**src/rtl/pwm_ctrl_pkg.sv**
```systemverilog
`default_nettype none
// ============================================================================
// Module      : pwm_ctrl_pkg
// Description : Shared types and constants for the 16-channel PWM controller:
//               FSM state encoding, phase wrap value, output count and the
//               per-output level function used by the output register.
// Revision    : 1.0 - initial release
// ============================================================================
package pwm_ctrl_pkg;

  // Controller run state: IDLE holds everything at zero, RUN drives outputs
  typedef enum logic [0:0] {
    IDLE = 1'b0,
    RUN  = 1'b1
  } state_t;

  // Last phase value of a period; phase wraps 254 -> 0 (255 ticks per period)
  localparam logic [7:0] PHASE_MAX = 8'd254;

  // Number of driven outputs
  localparam int NUM_OUT = 16;

  // Output level for every channel given the shadow configuration and phase:
  // disabled -> 0, enabled static -> 1, enabled PWM -> (phase < duty)
  function automatic logic [NUM_OUT-1:0] pwm_level_vec(
    input logic [NUM_OUT-1:0] en_out,
    input logic [NUM_OUT-1:0] en_pwm,
    input logic [7:0]         duty,
    input logic [7:0]         phase
  );
    logic lvl;
    lvl = (phase < duty);
    return en_out & (~en_pwm | {NUM_OUT{lvl}});
  endfunction

endpackage
`default_nettype wire

```
**src/rtl/pwm_prescaler.sv**
```systemverilog
`default_nettype none
// ============================================================================
// Module      : pwm_prescaler
// Description : Free-running modulo-PRESCALE counter producing a one-cycle
//               phase tick when the count reaches PRESCALE-1. A synchronous
//               clear holds the count at zero.
// Revision    : 1.0 - initial release
// ============================================================================
module pwm_prescaler #(
  parameter int PRESCALE = 3000
) (
  input  logic clk,
  input  logic rst,
  input  logic clr,
  output logic tick
);

  // PRESCALE is at least 2, so the counter is at least one bit wide
  localparam int            CW   = $clog2(PRESCALE);
  localparam logic [CW-1:0] LAST = CW'(PRESCALE - 1);

  logic [CW-1:0] count;

  // Count 0..PRESCALE-1, wrapping on the terminal count; clear wins
  always_ff @(posedge clk) begin
    if (rst || clr) begin
      count <= '0;
    end else if (count == LAST) begin
      count <= '0;
    end else begin
      count <= count + CW'(1);
    end
  end

  // Tick is decoded from the count so it lines up with the terminal value
  assign tick = (count == LAST);

endmodule
`default_nettype wire

```
**src/rtl/pwm_controller.sv**
```systemverilog
`default_nettype none
// ============================================================================
// Module      : pwm_controller
// Description : 16-output PWM controller. Configuration from the SPI register
//               file is captured into shadow registers; outputs are driven
//               from the shadows only, so input changes between loads are
//               invisible. A 255-tick phase counter, advanced by the
//               prescaler tick, sets the PWM period.
//               Build option PWM_CTRL_GLITCHFREE_EN: when defined, writes in
//               RUN are deferred to the next period wrap (coalesced into one
//               pending update); when undefined, writes in RUN load on the
//               next edge without disturbing the phase.
// Revision    : 1.0 - initial release
// ============================================================================
module pwm_controller
  import pwm_ctrl_pkg::*;
#(
  parameter int PRESCALE = 3000
) (
  input  logic               clk,
  input  logic               rst,
  input  logic [7:0]         en_reg_out_7_0,
  input  logic [7:0]         en_reg_out_15_8,
  input  logic [7:0]         en_reg_pwm_7_0,
  input  logic [7:0]         en_reg_pwm_15_8,
  input  logic [7:0]         pwm_duty_cycle,
  input  logic               cfg_valid,
  output logic               cfg_ack,
  output logic [NUM_OUT-1:0] pwm_out,
  output logic               period_start
);

  // Live configuration as seen on the register file
  logic [NUM_OUT-1:0] en_out_in;
  logic [NUM_OUT-1:0] en_pwm_in;

  assign en_out_in = {en_reg_out_15_8, en_reg_out_7_0};
  assign en_pwm_in = {en_reg_pwm_15_8, en_reg_pwm_7_0};

  // State and shadow registers with their next values
  state_t             state,      state_nx;
  logic [7:0]         phase,      phase_nx;
  logic [NUM_OUT-1:0] en_out_sh,  en_out_nx;
  logic [NUM_OUT-1:0] en_pwm_sh,  en_pwm_nx;
  logic [7:0]         duty_sh,    duty_nx;
  logic [NUM_OUT-1:0] pwm_nx;
  logic               ack_nx;
  logic               ps_nx;
`ifdef PWM_CTRL_GLITCHFREE_EN
  logic               pending,    pending_nx;
`endif

  // Prescaler interface
  logic presc_tick;
  logic presc_clr;
  logic tick;
  logic wrap;
  logic load;

  pwm_prescaler #(
    .PRESCALE (PRESCALE)
  ) u_prescaler (
    .clk  (clk),
    .rst  (rst),
    .clr  (presc_clr),
    .tick (presc_tick)
  );

  // Ticks only advance the phase while running; wrap marks the 254 -> 0 step
  assign tick = presc_tick && (state == RUN);
  assign wrap = tick && (phase == PHASE_MAX);

  // State, counters, shadows and registered outputs
  always_ff @(posedge clk) begin
    if (rst) begin
      state        <= IDLE;
      phase        <= 8'd0;
      en_out_sh    <= '0;
      en_pwm_sh    <= '0;
      duty_sh      <= 8'd0;
      pwm_out      <= '0;
      cfg_ack      <= 1'b0;
      period_start <= 1'b0;
`ifdef PWM_CTRL_GLITCHFREE_EN
      pending      <= 1'b0;
`endif
    end else begin
      state        <= state_nx;
      phase        <= phase_nx;
      en_out_sh    <= en_out_nx;
      en_pwm_sh    <= en_pwm_nx;
      duty_sh      <= duty_nx;
      pwm_out      <= pwm_nx;
      cfg_ack      <= ack_nx;
      period_start <= ps_nx;
`ifdef PWM_CTRL_GLITCHFREE_EN
      pending      <= pending_nx;
`endif
    end
  end

  // Next-state, shadow-load decision and next output values
  always_comb begin
    state_nx   = state;
    phase_nx   = phase;
    en_out_nx  = en_out_sh;
    en_pwm_nx  = en_pwm_sh;
    duty_nx    = duty_sh;
    ack_nx     = 1'b0;
    ps_nx      = 1'b0;
    load       = 1'b0;
    presc_clr  = 1'b0;
`ifdef PWM_CTRL_GLITCHFREE_EN
    pending_nx = pending;
`endif

    case (state)
      IDLE: begin
        // Counters parked at zero so a start always begins a fresh period
        presc_clr = 1'b1;
        phase_nx  = 8'd0;
`ifdef PWM_CTRL_GLITCHFREE_EN
        pending_nx = 1'b0;
`endif
        if (cfg_valid) begin
          load = 1'b1;
          if (en_out_in != '0) begin
            state_nx = RUN;
            ps_nx    = 1'b1;
          end
        end
      end

      RUN: begin
        if (tick) begin
          phase_nx = wrap ? 8'd0 : phase + 8'd1;
        end
        if (wrap) begin
          ps_nx = 1'b1;
        end

`ifdef PWM_CTRL_GLITCHFREE_EN
        // Writes wait for the wrap; a write on the wrap cycle itself is
        // consumed by that wrap and never becomes pending
        if (wrap) begin
          pending_nx = 1'b0;
          if (pending || cfg_valid) begin
            load = 1'b1;
          end
        end else if (cfg_valid) begin
          pending_nx = 1'b1;
        end
`else
        // Immediate update: shadows change, phase keeps running
        if (cfg_valid) begin
          load = 1'b1;
        end
`endif

        // Loading an all-disabled configuration stops the controller
        if (load && (en_out_in == '0)) begin
          state_nx  = IDLE;
          phase_nx  = 8'd0;
          presc_clr = 1'b1;
`ifdef PWM_CTRL_GLITCHFREE_EN
          pending_nx = 1'b0;
`endif
        end
      end

      default: begin
        state_nx  = IDLE;
        phase_nx  = 8'd0;
        presc_clr = 1'b1;
      end
    endcase

    if (load) begin
      en_out_nx = en_out_in;
      en_pwm_nx = en_pwm_in;
      duty_nx   = pwm_duty_cycle;
      ack_nx    = 1'b1;
    end

    // Output is computed from the values taking effect at this edge so that
    // a phase step shows on pwm_out one clock after the tick that caused it
    if (state_nx == RUN) begin
      pwm_nx = pwm_level_vec(en_out_nx, en_pwm_nx, duty_nx, phase_nx);
    end else begin
      pwm_nx = '0;
    end
  end

endmodule
`default_nettype wire

```
**config.mk**
```make
export PLATFORM = sky130hd
export DESIGN_NAME = pwm_controller
export DESIGN_NICKNAME = d
export VERILOG_FILES = /design/src/rtl/pwm_ctrl_pkg.sv /design/src/rtl/pwm_prescaler.sv /design/src/rtl/pwm_controller.sv
export SDC_FILE = /design/constraint.sdc
export NUM_CORES = 1
export LEC_CHECK = 0
export BUFFER_PORTS_ARGS = -buffer_cell sky130_fd_sc_hd__buf_2
export CAP_MARGIN = 10
export CORE_MARGIN = 2
export CORE_UTILIZATION = 45
export CTS_CLUSTER_SIZE = 10
export DETAILED_ROUTE_END_ITERATION = 10
export HOLD_SLACK_MARGIN = 0.03
export PLACE_DENSITY = 0.67
export SYNTH_ARGS = -nofsm -noshare
export SYNTH_HDL_FRONTEND = slang
export SYNTH_HIERARCHICAL = 1
export SYNTH_SLANG_ARGS = --single-unit
```
**constraint.sdc**
```tcl
create_clock -name clk -period 7.28 [get_ports clk]
set_clock_uncertainty 0.2 [all_clocks]
set_input_delay 1.456 -clock clk [delete_from_list [all_inputs] [get_ports clk]]
set_output_delay 1.456 -clock clk [all_outputs]
set_load 0.02 [all_outputs]
```
==> reports/results.ini <==
[outcome]
status=completed

[worst_setup_path]
crit_fanout=16
worstPathArrival_ns=4.51
crit_type=in2reg
crit_required_ns=7.35
start_kind=input pin
worst_setup_path_end_kind=flop

[pwr]
p_leak_nw=1.66
p_sw_share_pct=27.6
seq_power_share_pct=54.0
p_switching_mw=0.234
max-vdd-ir-drop_uv=142
powerDensity_mw_per_mm2=214
p_int_mw=0.613
clkPwrFrac_pct=35.5
comb_power_share_pct=10.5

[floorplanning]
start_util_pct=46.7
dieWidth_um=91.0
row_count=31
core_area_sq_mm=0.00729
dieArea_sq_mm=0.00829
io-pin-count=61
die_h_um=91.0

[global_route]
grt_usage_pct=18.2
grt_pass1_wl_um=12200
grt_overflow=0
grt_pass1_vias=2664
antenna_found_initial=0
grt_max_degree=54

[worst_hold_path]
hold_class=reg2reg

[sta]
report.final.setup_viol=0
finalHoldViolCount=0
max-slew-margin-rel_pct=43.0
tightest_slew_ns=0.855
layout_setup_ws_ns=2.84
setup_tns_ns=0
post-route-period-util_pct=61.0
max_freq_mhz=225
post-route-min-period_ns=4.44
drv_slew=0
rsz0062_at_grt=false

[route]
firstDrtPassIters=4
wl_per_cell_um=13.5
drt_iter0_drc=100
route.detailed.drc=0
post_drt_via_cell_ratio=5.18
num_vias=2751
ant_nets=0
routed_wl_um=7180

[logic_synthesis]
syn_avg_cell_area_sq_um=9.21
synth_area_leader_cell=dfxtp_1
async_flop_share_pct=0
synthFlopType=dfxtp_1
netlist_area_sq_mm=0.00341
yosysUniqueCellTypes=39
synth_nets=424
synth_top_area_share_pct=46.4
synthTopCellsByCount=dfxtp_1 (79), nor2_1 (69), mux2i_1 (39)
yosysWarnings=6
synthTopCellsByArea=dfxtp_1 (46%), mux2i_1 (11%), nor2_1 (7.6%)
ys_ff_latch=79
syn_inst=370
yosysSeqAreaShare_pct=46.4
yosysMostFrequentCell=dfxtp_1
synth_edf_count=0

[clocking]
cts_tree=done
clock-sinks=79
clock_latency_ns=0.36
clkTransAtPathRegs_ns=0.09
ctsResizeCount=0
clockRootBuffer=clkbuf_8
cts_buffers=9
holdBufCountCts=0
postCtsSetupBuffers=0
htree_levels=3
ctsLongestPathBuffers=2

[place]
dp_slack_ns=2.54
dp_hpwl_um=5020
gp_congestion=0.787
io_buffers=60

[layout]
num-nets-final=481
antenna_cells=0
area_growth_pct=15.9
drive_gt1_share_pct=22.2
fill_cells=719

[run]
drv_cap=0

==> metrics by stage <==
step                      utilization [%]  power [mW]  instance area, sq um  hold WS (ns)  cells
after floorplan                         -       0.527                  3410         0.245    370
after global placement               51.7       0.556                  3770         0.263    515
after detailed placement             51.7       0.557                  3770         0.274    515
after CTS                            54.2       0.856                  3950         0.294    531
after global routing                 54.2       0.886                  3950         0.310    531
final                                54.2       0.847                  3950         0.296    531
==> kinds of logic after synthesis <==
group	Yosys count	synth area share, %
buffers and inverters	32	4.26
multiplexers	40	11.9
AO/OA/AOI/OAI	69	12.8
adder cells (fa/ha/maj)	11	4.04
AND/OR/NAND/NOR	130	18.4
flip-flops	79	46.4
XOR/XNOR	9	2.31
==> area by class of cell <==
cell class                      instances  area [sq um]  share of cell area [%]
Timing Repair Buffer                   64           330                    8.37
Clock inverter                          7          55.1                    1.39
Inverter                               14          52.6                    1.33
Sequential cell                        79          1580                    40.1
Multi-Input combinational cell        259          1680                    42.6
Clock buffer                            9           124                    3.14
Tap cell                               99           124                    3.14
==> registers in the layout, summed over array words and instances (netlist names) <==
name	count
en_out_sh	16
en_pwm_sh	16
pwm_out	16
u_prescaler/count	12
duty_sh	8
phase	8
cfg_ack	1
period_start	1
state	1
==> layer usage <==
layer / GRT usage, % / part of all wire (%)
met3: 5.98 / 4.9
met5: 0 / 0
met2: 29.3 / 46
met1: 23.1 / 48
met4: 6.06 / 1.3
==> final timing paths <==
kind / start / to / slack (ns) / cells after the start
worst max-delay path: en_reg_out_15_8[3] / pwm_out[7] / 2.84 / 11
worst max register to register: u_prescaler/count[0] / pwm_out[7] / 3.19 / 14
worst min register to register: u_prescaler/count[11] / u_prescaler/count[11] / 0.30 / 2
worst min-delay path: u_prescaler/count[11] / u_prescaler/count[11] / 0.30 / 2
==> cells in the final DEF, fill, tap and decap left out, drive strengths merged <==
cell type / n
nand3b: 1
nand2: 15
dfxtp: 79
or3: 4
ha: 11
nor2b: 1
mux2i: 40
o211ai: 13
nand4: 8
inv: 17
o31ai: 4
nor3b: 1
nor3: 2
clkbuf: 9
and3: 1
nand4b: 1
or2b: 1
nor2: 79
a221o: 1
clkinv: 2
buf: 64
nand3: 7
or4: 3
clkinvlp: 2
o21ai: 7
o21a: 1
a211oi: 12
nand4bb: 1
xnor2: 3
nor4: 4
xor2: 6
a21oi: 24
and4: 1
a31oi: 7
==> critical path, stage by stage <==
cell and delay (ns):
buf_2 0.11, nor4_1 0.47, nand4_1 0.26, o211ai_1 0.49, nor2_1 0.12, ha_1 0.33
a21oi_1 0.20, nor3b_2 0.23, a221o_2 0.48, nor2_1 0.08, a211oi_1 0.27
==> power groups by stage <==
stage | Sequential, mW | Clock (mW) | Combinational, mW
after floorplan | 0.472 | 0 | 0.0544
after global placement | 0.467 | 0 | 0.0883
after detailed placement | 0.468 | 0 | 0.0894
after CTS | 0.458 | 0.309 | 0.0896
after global routing | 0.460 | 0.327 | 0.0989
final | 0.457 | 0.301 | 0.0889
(Power assumes the default switching activity.)
